## src/rtl/mem_stage_pkg.sv

```systemverilog
// Shared types and defaults for the memory-access pipeline stage.
package mem_stage_pkg;

  localparam int DATA_W_DEF   = 32;
  localparam int REG_AW_DEF   = 4;
  localparam int WAIT_MAX_DEF = 15;

  typedef enum logic {
    IDLE,
    ACCESS
  } ms_state_e;

  typedef struct packed {
    logic [DATA_W_DEF-1:0] result;
    logic [DATA_W_DEF-1:0] wdata;
    logic [REG_AW_DEF-1:0] wa3;
    logic                  regw;
    logic                  memw;
    logic                  load;
  } m_reg_t;

  function automatic logic is_word_aligned(input logic [1:0] lsb);
    return lsb == 2'b00;
  endfunction

endpackage

```

## src/rtl/mem_req_fsm.sv

```systemverilog
// Data-memory request sequencer: access state, wait counter, stall and sticky error.
//
//   state  | meaning
//   IDLE   | M holds no aligned memory op; no request outstanding
//   ACCESS | M holds an aligned load/store; mem_req high until ack or timeout
module mem_req_fsm
  import mem_stage_pkg::*;
#(
  parameter int WAIT_MAX = WAIT_MAX_DEF
) (
  input  logic clk,
  input  logic rst,
  input  logic capture_mem_i,
  input  logic m_misaligned_i,
  input  logic mem_ack_i,
  output logic mem_req_o,
  output logic stall_o,
  output logic timeout_o,
  output logic err_o
);

  localparam int CNT_W = $clog2(WAIT_MAX + 1);

  ms_state_e        state_q;
  logic [CNT_W-1:0] cnt_q;
  logic             err_q;

  assign mem_req_o = (state_q == ACCESS);
  assign timeout_o = mem_req_o && !mem_ack_i && (cnt_q == CNT_W'(WAIT_MAX - 1));
  assign stall_o   = mem_req_o && !mem_ack_i && !timeout_o;
  assign err_o     = err_q;

  // The state follows whatever M captures on the same edge, so a memory op
  // released behind a finished access starts its own access immediately.
  always_ff @(posedge clk or posedge rst) begin
    if (rst) begin
      state_q <= IDLE;
      cnt_q   <= '0;
      err_q   <= 1'b0;
    end else begin
      if (m_misaligned_i || timeout_o) err_q <= 1'b1;
      if (!stall_o) begin
        state_q <= capture_mem_i ? ACCESS : IDLE;
        cnt_q   <= '0;
      end else begin
        cnt_q <= cnt_q + CNT_W'(1);
      end
    end
  end

endmodule

```

## src/rtl/mem_access_stage.sv

```systemverilog
// Memory stage: M/W pipeline registers, data-memory handshake and M-stage forwarding.
// The M register layout is fixed by mem_stage_pkg widths; DATA_W/REG_AW must match them.
module mem_access_stage
  import mem_stage_pkg::*;
#(
  parameter int DATA_W   = DATA_W_DEF,
  parameter int REG_AW   = REG_AW_DEF,
  parameter int WAIT_MAX = WAIT_MAX_DEF
) (
  input  logic              clk,
  input  logic              rst,
  input  logic              valid_e,
  input  logic [DATA_W-1:0] ALUResultE,
  input  logic [DATA_W-1:0] WriteDataE,
  input  logic [REG_AW-1:0] WA3E,
  input  logic              RegWE,
  input  logic              MemWE,
  input  logic              MemtoRegE,
  output logic              mem_req,
  output logic              mem_we,
  output logic [DATA_W-1:0] mem_addr,
  output logic [DATA_W-1:0] mem_wdata,
  input  logic              mem_ack,
  input  logic [DATA_W-1:0] mem_rdata,
  output logic              stall_o,
  output logic [DATA_W-1:0] fwd_result_m,
  output logic [REG_AW-1:0] fwd_wa3_m,
  output logic              fwd_regw_m,
  output logic [DATA_W-1:0] ResultW,
  output logic [REG_AW-1:0] WA3W,
  output logic              RegWriteW,
  output logic              err_o
);

  m_reg_t            m_d, m_q;
  logic [DATA_W-1:0] result_w_q;
  logic [REG_AW-1:0] wa3_w_q;
  logic              regw_w_q;
  logic              capture_mem;
  logic              m_misaligned;
  logic              timeout;

  assign capture_mem  = valid_e && (MemWE || MemtoRegE) && is_word_aligned(ALUResultE[1:0]);
  assign m_misaligned = (m_q.memw || m_q.load) && !is_word_aligned(m_q.result[1:0]);

  mem_req_fsm #(.WAIT_MAX(WAIT_MAX)) u_fsm (
    .clk            (clk),
    .rst            (rst),
    .capture_mem_i  (capture_mem),
    .m_misaligned_i (m_misaligned),
    .mem_ack_i      (mem_ack),
    .mem_req_o      (mem_req),
    .stall_o        (stall_o),
    .timeout_o      (timeout),
    .err_o          (err_o)
  );

  always_comb begin
    m_d        = '0;
    m_d.result = ALUResultE;
    m_d.wdata  = WriteDataE;
    m_d.wa3    = WA3E;
    m_d.regw   = valid_e & RegWE;
    m_d.memw   = valid_e & MemWE;
    m_d.load   = valid_e & MemtoRegE;
  end

  always_ff @(posedge clk or posedge rst) begin
    if (rst)          m_q <= '0;
    else if (!stall_o) m_q <= m_d;
  end

  // A misaligned or timed-out access retires as a bubble; stores never write back.
  always_ff @(posedge clk or posedge rst) begin
    if (rst) begin
      result_w_q <= '0;
      wa3_w_q    <= '0;
      regw_w_q   <= 1'b0;
    end else if (stall_o) begin
      regw_w_q <= 1'b0;
    end else begin
      result_w_q <= (m_q.load && mem_req) ? mem_rdata : m_q.result;
      wa3_w_q    <= m_q.wa3;
      regw_w_q   <= m_q.regw & ~m_q.memw & ~m_misaligned & ~timeout;
    end
  end

  assign mem_we    = mem_req & m_q.memw;
  assign mem_addr  = mem_req ? {m_q.result[DATA_W-1:2], 2'b00} : '0;
  assign mem_wdata = mem_req ? m_q.wdata : '0;

  assign fwd_result_m = m_q.result;
  assign fwd_wa3_m    = m_q.wa3;
  assign fwd_regw_m   = m_q.regw & ~m_q.load;

  assign ResultW   = result_w_q;
  assign WA3W      = wa3_w_q;
  assign RegWriteW = regw_w_q;

endmodule

```

## config.mk

```make
export PLATFORM = sky130hd
export DESIGN_NAME = mem_access_stage
export DESIGN_NICKNAME = d
export VERILOG_FILES = /design/src/rtl/mem_stage_pkg.sv /design/src/rtl/mem_req_fsm.sv /design/src/rtl/mem_access_stage.sv
export SDC_FILE = /design/constraint.sdc
export NUM_CORES = 1
export LEC_CHECK = 0
export CAP_MARGIN = 20
export CORE_MARGIN = 8
export CORE_UTILIZATION = 31
export DETAILED_ROUTE_END_ITERATION = 8
export SKIP_LAST_GASP = 1
export SYNTH_ARGS = -nofsm -noshare
export SYNTH_HDL_FRONTEND = slang
export SYNTH_SLANG_ARGS = --single-unit
export TNS_END_PERCENT = 1
```

## constraint.sdc

```tcl
create_clock -name clk -period 3.6 [get_ports clk]
set_clock_uncertainty 0.1 [all_clocks]
set_input_delay 0.54 -clock clk [delete_from_list [all_inputs] [get_ports clk]]
set_output_delay 0.54 -clock clk [all_outputs]
set_load 0.02 [all_outputs]
```

==> results of run 1 <==
==> layout make-up <==
| class | count | area share, % |
|---|---|---|
| Sequential cell | 114 | 33.0 |
| Timing Repair Buffer | 250 | 29.2 |
| Multi-Input combinational cell | 229 | 27.2 |
| Clock buffer | 22 | 5.38 |
| Tap cell | 229 | 3.32 |
| Clock inverter | 10 | 1.54 |
| Inverter | 6 | 0.333 |
==> where the power goes <==
group	switching, mW	internal, mW	total, mW
registers	0.0777	1.39	1.47
logic	0.334	0.469	0.802
clock network	0.584	1.12	1.70
==> cell families (layout without fill, tap and decap cells) <==
group	after synthesis	in the layout	share of synthesized area, %
AND/OR/NAND/NOR	80	80	8.44
adder cells (fa/ha/maj)	2	2	0.438
other	1	2	0.0657
flip-flops	114	114	50.0
buffers and inverters	66	288	8.99
multiplexers	139	139	31.3
XOR/XNOR	2	2	0.307
AO/OA/AOI/OAI	4	4	0.461
==> Yosys cell counts (2+ instances only) <==
| master | number | area share (%) |
|---|---|---|
| and2_1 | 60 | 6.6 |
| and2_2 | 3 | 0.39 |
| buf_4 | 38 | 5.0 |
| buf_6 | 16 | 3.2 |
| clkbuf_1 | 6 | 0.39 |
| dfrtp_1 | 114 | 50 |
| ha_1 | 2 | 0.44 |
| inv_1 | 5 | 0.33 |
| mux2_1 | 6 | 1.2 |
| mux2_2 | 70 | 14 |
| mux2_4 | 60 | 16 |
| mux2i_1 | 3 | 0.53 |
| nand2_1 | 4 | 0.26 |
| nand2b_1 | 2 | 0.22 |
| nand3_1 | 2 | 0.18 |
| nor2_1 | 7 | 0.46 |
| o21ai_0 | 2 | 0.18 |
==> registers in the layout (all words and copies together) (netlist names) <==
register         count
m_q                 35
ResultW             32
fwd_result_m        32
WA3W                 4
fwd_wa3_m            4
u_fsm.cnt_q          4
RegWriteW            1
u_fsm.err_o          1
u_fsm.mem_req_o      1
==> worst max path at each step <==
| stage | from | endpoint | slack (ns) |
|---|---|---|---|
| after CTS | u_fsm.mem_req_o | mem_addr[22] | 0.58 |
| after global placement | mem_ack | stall_o | 0.90 |
| final | u_fsm.mem_req_o | mem_addr[22] | 0.67 |
| after detailed placement | mem_ack | stall_o | 0.92 |
| after global routing | u_fsm.mem_req_o | mem_addr[18] | 0.51 |
| after floorplan | rst | RegWriteW | 1.57 |
==> per-layer routing <==
layer	share of wire [%]	vias to the layer above
met5	0	-
met1	40	1856
met2	46	172
li1	-	1764
met3	13	14
met4	0.97	0
==> stage by stage <==
stage,utilization (%),instances,instance area [um2],hold WS [ns],total power [mW]
finish,47.9,860,8640,0.386,3.97
global route,47.9,860,8640,0.411,4.14
CTS,47.9,860,8640,0.390,4.04
detailed placement,44.6,828,8040,0.377,2.30
global placement,44.6,828,8040,0.365,2.29
floorplan,-,409,5710,0.352,1.94
==> worst register-to-register path, cell delays in order (launching register included) <==
cell	delay, ns
dfrtp_2	0.64
buf_4	0.43
nand2_4	0.46
mux2_4	0.47
mux2_4	0.26
==> results.yml, run 1 <==
clock_network:
  clockBufferDepth: 2
  worstSkewPairLatency_ns: 0.40
  clock-sinks: 114
  path_clk_slew_ns: 0.05
  cts.hold.buffers_added: 0
  ctsRootBufferMaster: "clkbuf_16"
  cts_setup_buffers: 0
  numCtsBuffers: 17
  tritoncts: "yes"
  post_cts_resized: 0
  h-tree-depth: 4
cells_and_area:
  drive_gt1_share_pct: 27.1
  n_fill_cell: 1649
  final_cell_mix: "clkdlybuf4s50_1, dfrtp_1, mux2_2"
  multi_input_area_um2: 2350
  antenna_cells: 0
  syn2layout_area_growth_pct: 51.3
  seq_area_um2: 2850
  fin_nets: 727
  final_common_cell: "clkdlybuf4s50_1"
critical_path:
  start_kind: "flop"
  crit_buf_inv: 2
  worstPathArrival_ns: 2.29
  cp_top_family: "buffers and inverters"
  worstPathRequired_ns: 2.96
  slowest_delay_ns: 0.64
  slowest_stage: "dfrtp_2"
  crit_chain: "buf_4 > and2_1 > clkdlybuf4s50_1"
  r2r-start: "u_fsm.mem_req_o"
  worstSetupPathType: "reg2out"
  cp-end-kind: "primary output"
  r2r.worst_path.cells: 4
  crit_fanout: 35
  crit_cells: 3
  reg2reg_to: "ResultW[19]"
  ff2ff_setup_slack_ns: 1.12
logic_synthesis:
  avgSynthCellArea_um2: 14.0
  synthArstFlopShare_pct: 100
  syn_inst: 408
  synth_edf_count: 0
  syn_area_um2: 5710
  synthFlopType: "dfrtp_1"
  ys_types: 25
  synth_seq_cells: 114
  ys.warnings.count: 0
  ys_seq_area_share_pct: 50.0
global_route:
  antenna_found_initial: 0
  grt_usage_pct: 13.4
  overflow: 0
  grtUsageMet2_pct: 21.2
  grt_pass1_wl_mm: 23.6
  grt_use_met3_pct: 6.77
  first_global_vias: 4128
  grt_max_degree: 115
  use_met1_pct: 15.6
  gr-max-usage-layer: "met2"
detailed_routing:
  drtAntennaViolNets: 0
  via_count: 3806
  wire_per_inst_um: 18.4
  via_per_inst: 4.43
  drc: 0
  firstDrtPassIters: 4
  routed_wl_mm: 15.8
  drtIter0Drc: 81
timing:
  max_freq_ghz: 0.342
  layout_setup_ws_ns: 0.675
  setup_viol: 0
  slew_viol_final: 0
  relSlewSlack_pct: 53.9
  rsz0062_at_grt: "no"
  finalSetupTns_ns: 0
  finalHoldViolations: 0
  min_period_ns: 2.93
  worstMarginPinSlew_ns: 0.692
  finalCritPeriodShare_pct: 81.3
die:
  io_pins: 249
  initial_core_util_pct: 31.7
  die_area_um2: 23000
  num_rows: 49
  die_w_um: 152
  core_um2: 18000
  dieHeight_um: 152
power:
  p_leak_nw: 3.78
  p_per_area_nw_per_um2: 460
  max-vdd-ir-drop_v: 0.000300
hold_path:
  min-delay-start: "m_q[26]"
  hold_depth: 1
  hold_path.class: "reg2reg"
  min_to: "m_q[26]"
flow_run:
  drv_cap: 0
outcome:
  run_status: "finished clean"
place:
  pre_cts_ws_ns: 0.917
  io_buffers: 246
  place.gp.congestion: 0.712
  dp_hpwl_mm: 11.4
Power figures use the tool's default switching activity.
==> inputs of run 2 (changes only) <==
==> constraint.sdc (replaced) <==
create_clock -name clk -period 3 [get_ports clk]
set_clock_uncertainty 0.1 [all_clocks]
set_input_delay 0.45 -clock clk [delete_from_list [all_inputs] [get_ports clk]]
set_output_delay 0.45 -clock clk [all_outputs]
set_load 0.02 [all_outputs]
==> run 2 against run 1 <==
First-iteration DRC count fell by 14%. Sequential cell count unchanged. Worst setup slack got worse by 0.42 ns. Cell area increased by 1.4%. Highest routed layer unchanged. Utilization is 0.67 points higher. Count of clock-buffer cells in the layout is 2 lower. Via count is 0.60% higher. Die area stayed put. Sequential power up 20%. Critical endpoint is now stall_o. Non-clock buffer count rose by 3. Power increased by 26%. Clock power increased by 34%.
==> results.yml, run 2 (synthesis gave the netlist of run 1 again) <==
cells_and_area:
  drive_gt1_share_pct: 27.9
  fin_area_um2: 8760
  final_common_cell: "clkdlybuf4s50_1"
  antenna_cells: 0
  syn2layout_area_growth_pct: 53.5
  final_cell_count_no_fill: 863
  fin_nets: 730
  regMostFlops: "m_q"
  final_cell_mix: "clkdlybuf4s50_1, dfrtp_1, mux2_2"
  largest_register_ffs: 35
critical_path:
  cp-end-kind: "primary output"
  endpoint: "stall_o"
  reg2reg_to: "ResultW[17]"
  ff2ff_setup_slack_ns: 0.77
  r2r.worst_path.cells: 4
  crit_chain: "nand2b_1 > nand2b_4 > inv_4 > clkdlybuf4s50_1"
  critPathLaunch: "u_fsm.mem_req_o"
  worstSetupPathType: "reg2out"
  crit_fanout: 29
  slowest_delay_ns: 0.70
  cp_top_family: "buffers and inverters"
  crit_buf_inv: 2
  start_kind: "flop"
  worstPathArrival_ns: 2.20
  r2r-start: "u_fsm.mem_req_o"
  worstPathRequired_ns: 2.45
  slowest_stage: "dfrtp_2"
  crit_cells: 4
clock_network:
  clockBufferDepth: 2
  worstSkewPairLatency_ns: 0.40
  cts_setup_buffers: 0
  h-tree-depth: 4
  cts.hold.buffers_added: 0
  path_clk_slew_ns: 0.06
  ctsRootBufferMaster: "clkbuf_16"
  numCtsBuffers: 17
  tritoncts: "yes"
  post_cts_resized: 0
  clock-sinks: 114
place:
  pre_cts_ws_ns: 0.503
  placed_cells: 831
  place.gp.congestion: 0.744
  io_buffers: 246
  post_dp_cell_area_um2: 8090
  dp_hpwl_mm: 11.8
detailed_routing:
  drtIter0Drc: 70
  drtAntennaViolNets: 0
  wire_per_inst_um: 18.6
  firstDrtPassIters: 5
  drc: 0
  via_per_inst: 4.44
  via_count: 3829
  routed_wl_mm: 16.0
global_route:
  overflow: 0
  grt_usage_pct: 13.9
  antenna_found_initial: 0
  grt_pass1_wl_mm: 24.5
  first_global_vias: 4310
  grt_max_degree: 81
power:
  p_total_mw: 5.02
  p_leak_nw: 3.83
  max-vdd-ir-drop_v: 0.000359
  p_per_area_nw_per_um2: 573
timing:
  rsz0062_at_grt: "no"
  max_freq_ghz: 0.364
  finalHoldViolations: 0
  finalCritPeriodShare_pct: 91.7
  worstMarginPinSlew_ns: 0.534
  setup_viol: 0
  relSlewSlack_pct: 64.4
  layout_setup_ws_ns: 0.250
  min_period_ns: 2.75
  slew_viol_final: 0
  finalSetupTns_ns: 0
die:
  num_rows: 49
  core_um2: 18000
  die_w_um: 152
  initial_core_util_pct: 31.7
  io_pins: 249
  die_area_um2: 23000
  dieHeight_um: 152
hold_path:
  hold_path.class: "reg2reg"
  min-delay-start: "m_q[24]"
flow_run:
  drv_cap: 0
outcome:
  run_status: "finished clean"
## run 2: report_power, final
group | switching, mW | internal (mW)
logic | 0.405 | 0.568
registers | 0.0948 | 1.67
clock network | 0.740 | 1.54
## run 2: how the worst min path moves through the flow
| stage | slack, ns | cells after the start | end |
|---|---|---|---|
| after floorplan | 0.35 | 1 | u_fsm.cnt_q[0] |
| after detailed placement | 0.37 | 2 | u_fsm.err_o |
| final | 0.38 | 1 | m_q[24] |
| after global placement | 0.37 | 1 | u_fsm.cnt_q[0] |
| after CTS | 0.39 | 2 | u_fsm.err_o |
| after global routing | 0.40 | 1 | m_q[24] |
## run 2: routing by layer
layer  share of wire [%]  vias to the layer above  GRT usage [%]
li1                    -                     1767              -
met1                  41                     1875           15.9
met2                  46                      176           22.0
met3                  13                       11           7.25
met4                0.89                        0           4.41
met5                   0                        -              0
## run 2: layout make-up
type | count | area (um2)
fillers | 1609 | 9270
clock buffers | 20 | 467
inverters | 6 | 28.8
flip-flops and latches | 114 | 2850
well taps | 229 | 287
repair buffers | 253 | 2560
clock inverters | 12 | 204
multi-input cells | 229 | 2350
## run 2: stage by stage
stage | utilization [%] | hold WS, ns
2_1_floorplan | - | 0.352
3_3_place_gp | 44.9 | 0.366
3_5_place_dp | 44.9 | 0.375
4_1_cts | 48.6 | 0.387
5_1_grt | 48.6 | 0.396
6_report | 48.6 | 0.385
==> inputs of run 3 (changes only) <==
--- a/config.mk
+++ b/config.mk
@@ -5,9 +5,11 @@
 export SDC_FILE = /design/constraint.sdc
 export NUM_CORES = 1
 export LEC_CHECK = 0
+export ABC_AREA = 1
 export CAP_MARGIN = 20
 export CORE_MARGIN = 8
 export CORE_UTILIZATION = 31
+export CTS_BUF_LIST = sky130_fd_sc_hd__clkbuf_4 sky130_fd_sc_hd__clkbuf_8
 export DETAILED_ROUTE_END_ITERATION = 8
 export SKIP_LAST_GASP = 1
 export SYNTH_ARGS = -nofsm -noshare
==> run 3 against run 2 <==
Combinational power grew 9%. Hold slack worse by 0.098 ns. Count of clock-buffer cells in the layout grew 1. Via count up 43%. Final cell count up 42%. Power shrank 11%. Cell area down 1.3%. Maximum frequency increased by 1.3%. Clock power down 30%.
==> results.yml, run 3 <==
timing:
  setup_viol: 0
  layout_setup_ws_ns: 0.287
  finalHoldViolations: 0
  rsz0062_at_grt: "no"
  max_freq_ghz: 0.369
  relSlewSlack_pct: 64.7
  min_period_ns: 2.71
  slew_viol_final: 0
  finalSetupTns_ns: 0
  worstMarginPinSlew_ns: 0.529
  whs_ns: 0.287
  finalCritPeriodShare_pct: 90.4
clock_network:
  numCtsBuffers: 17
  clock-sinks: 114
  path_clk_slew_ns: 0.07
  ctsRootBufferMaster: "clkbuf_8"
  h-tree-depth: 4
  worstSkewPairLatency_ns: 0.43
  clockBufferDepth: 2
  tritoncts: "yes"
  cts.hold.buffers_added: 0
  post_cts_resized: 0
  cts_setup_buffers: 0
logic_synthesis:
  syn_area_um2: 5850
  yosysTopAreaCellShare_pct: 48.7
  synthFlopType: "dfrtp_1"
  synth.area.top_cells: "dfrtp_1, nand2_1, nand3_1"
  yosysMostFrequentCell: "nand2_1"
  synth_seq_cells: 114
  syn_inst: 792
  yosysTopAreaCell: "dfrtp_1"
  synthArstFlopShare_pct: 100
  ys_seq_area_share_pct: 48.7
  avgSynthCellArea_um2: 7.39
  ys_types: 20
  synth_edf_count: 0
  ys_top_cells_by_count: "nand2_1, nand3_1, dfrtp_1, inv_1, buf_4"
  ys.warnings.count: 0
place:
  place.gp.congestion: 0.764
  dp_hpwl_mm: 12.6
  pre_cts_ws_ns: 0.607
  io_buffers: 246
  post_dp_cell_area_um2: 8210
  placed_cells: 1194
cells_and_area:
  final_cell_mix: "nand2_1, clkdlybuf4s50_1, nand3_1"
  final_cell_count_no_fill: 1227
  n_fill_cell: 1876
  fin_area_um2: 8650
  largest_register_ffs: 35
  multi_input_area_um2: 2160
  syn2layout_area_growth_pct: 47.7
  drive_gt1_share_pct: 4.84
  final_core_util_pct: 46.4
  fin_nets: 1088
  final_common_cell: "nand2_1"
  seq_area_um2: 2860
  regMostFlops: "m_q"
critical_path:
  ff2ff_setup_slack_ns: 1.01
  cp-end-kind: "primary output"
  worstPathArrival_ns: 2.16
  crit_fanout: 23
  start_kind: "flop"
  worstPathRequired_ns: 2.45
  worstSetupPathType: "reg2out"
die:
  die_w_um: 153
  num_rows: 50
  dieHeight_um: 153
  die_area_um2: 23500
  io_pins: 249
  initial_core_util_pct: 31.4
  core_um2: 18600
detailed_routing:
  routed_wl_mm: 19.4
  firstDrtPassIters: 4
  drc: 0
  wire_per_inst_um: 15.8
  drtIter0Drc: 329
  via_count: 5481
  via_per_inst: 4.47
  drtAntennaViolNets: 0
power:
  max-vdd-ir-drop_v: 0.000227
  p_total_mw: 4.46
  p_per_area_nw_per_um2: 515
  p_leak_nw: 4.54
global_route:
  grt_pass1_wl_mm: 31.5
  grt_usage_pct: 16.6
  grt_max_degree: 113
  first_global_vias: 5536
  overflow: 0
  antenna_found_initial: 2
flow_run:
  drv_cap: 0
hold_path:
  hold_path.class: "in2async"
outcome:
  run_status: "finished clean"
## run 3: changes by cell type after synthesis, moves of 4 or more
cell	before	now
nand2_1	4	353
nand3_1	2	140
mux2_2	70	0
inv_1	5	74
and2_1	60	0
mux2_4	60	0
buf_2	0	18
clkbuf_1	6	20
buf_6	16	7
mux2_1	6	0
buf_4	38	42
## run 3: cell type report
type                       count  area share, %
timing repair buffer         257           30.2
clock inverter                10           1.82
multi-input combinational    514           25.0
antenna                        2         0.0579
sequential                   114           33.0
clock buffer                  21           3.20
tap                          234           3.39
inverter                      75           3.30
## run 3: critical path, cell delays in order (launching register included)
cell	delay, ns
dfrtp_1	0.41
inv_1	0.06
ha_1	0.23
nand3_4	0.28
nand2_4	0.09
inv_1	0.06
clkdlybuf4s50_1	0.60
## run 3: worst paths after layout
path,from,endpoint,cells after the start
worst min-delay path,rst,fwd_result_m[0],2
worst max register to register,u_fsm.cnt_q[0],ResultW[4],7
max in group asynchronous,rst,ResultW[4],3
min in group clk,u_fsm.err_o,u_fsm.err_o,1
worst max-delay path,u_fsm.cnt_q[0],stall_o,6
worst min register to register,u_fsm.err_o,u_fsm.err_o,1
## run 3: layer usage
layer	routed length (um)	vias to the layer above	track usage, %
met5	0	-	0
met4	187	0	4.90
met3	1560	13	6.20
met2	8920	196	25.5
met1	8720	2521	21.4
li1	-	2751	-
## run 3: logic make-up after synthesis
group | Yosys count | synth area share (%)
other cells | 1 | 0.0641
flops | 114 | 48.7
simple gates | 507 | 35.9
fa+ha+maj | 2 | 0.427
xor+xnor | 1 | 0.150
compound gates | 2 | 0.171
buf+inv | 165 | 14.6
## run 3: power breakdown
part	total, mW	internal (mW)	leakage (nW)	switching [mW]
clock	1.60	0.959	0.215	0.639
sequential	1.80	1.68	1.36	0.117
combinational	1.06	0.498	2.97	0.559
total	4.46	3.14	4.54	1.32
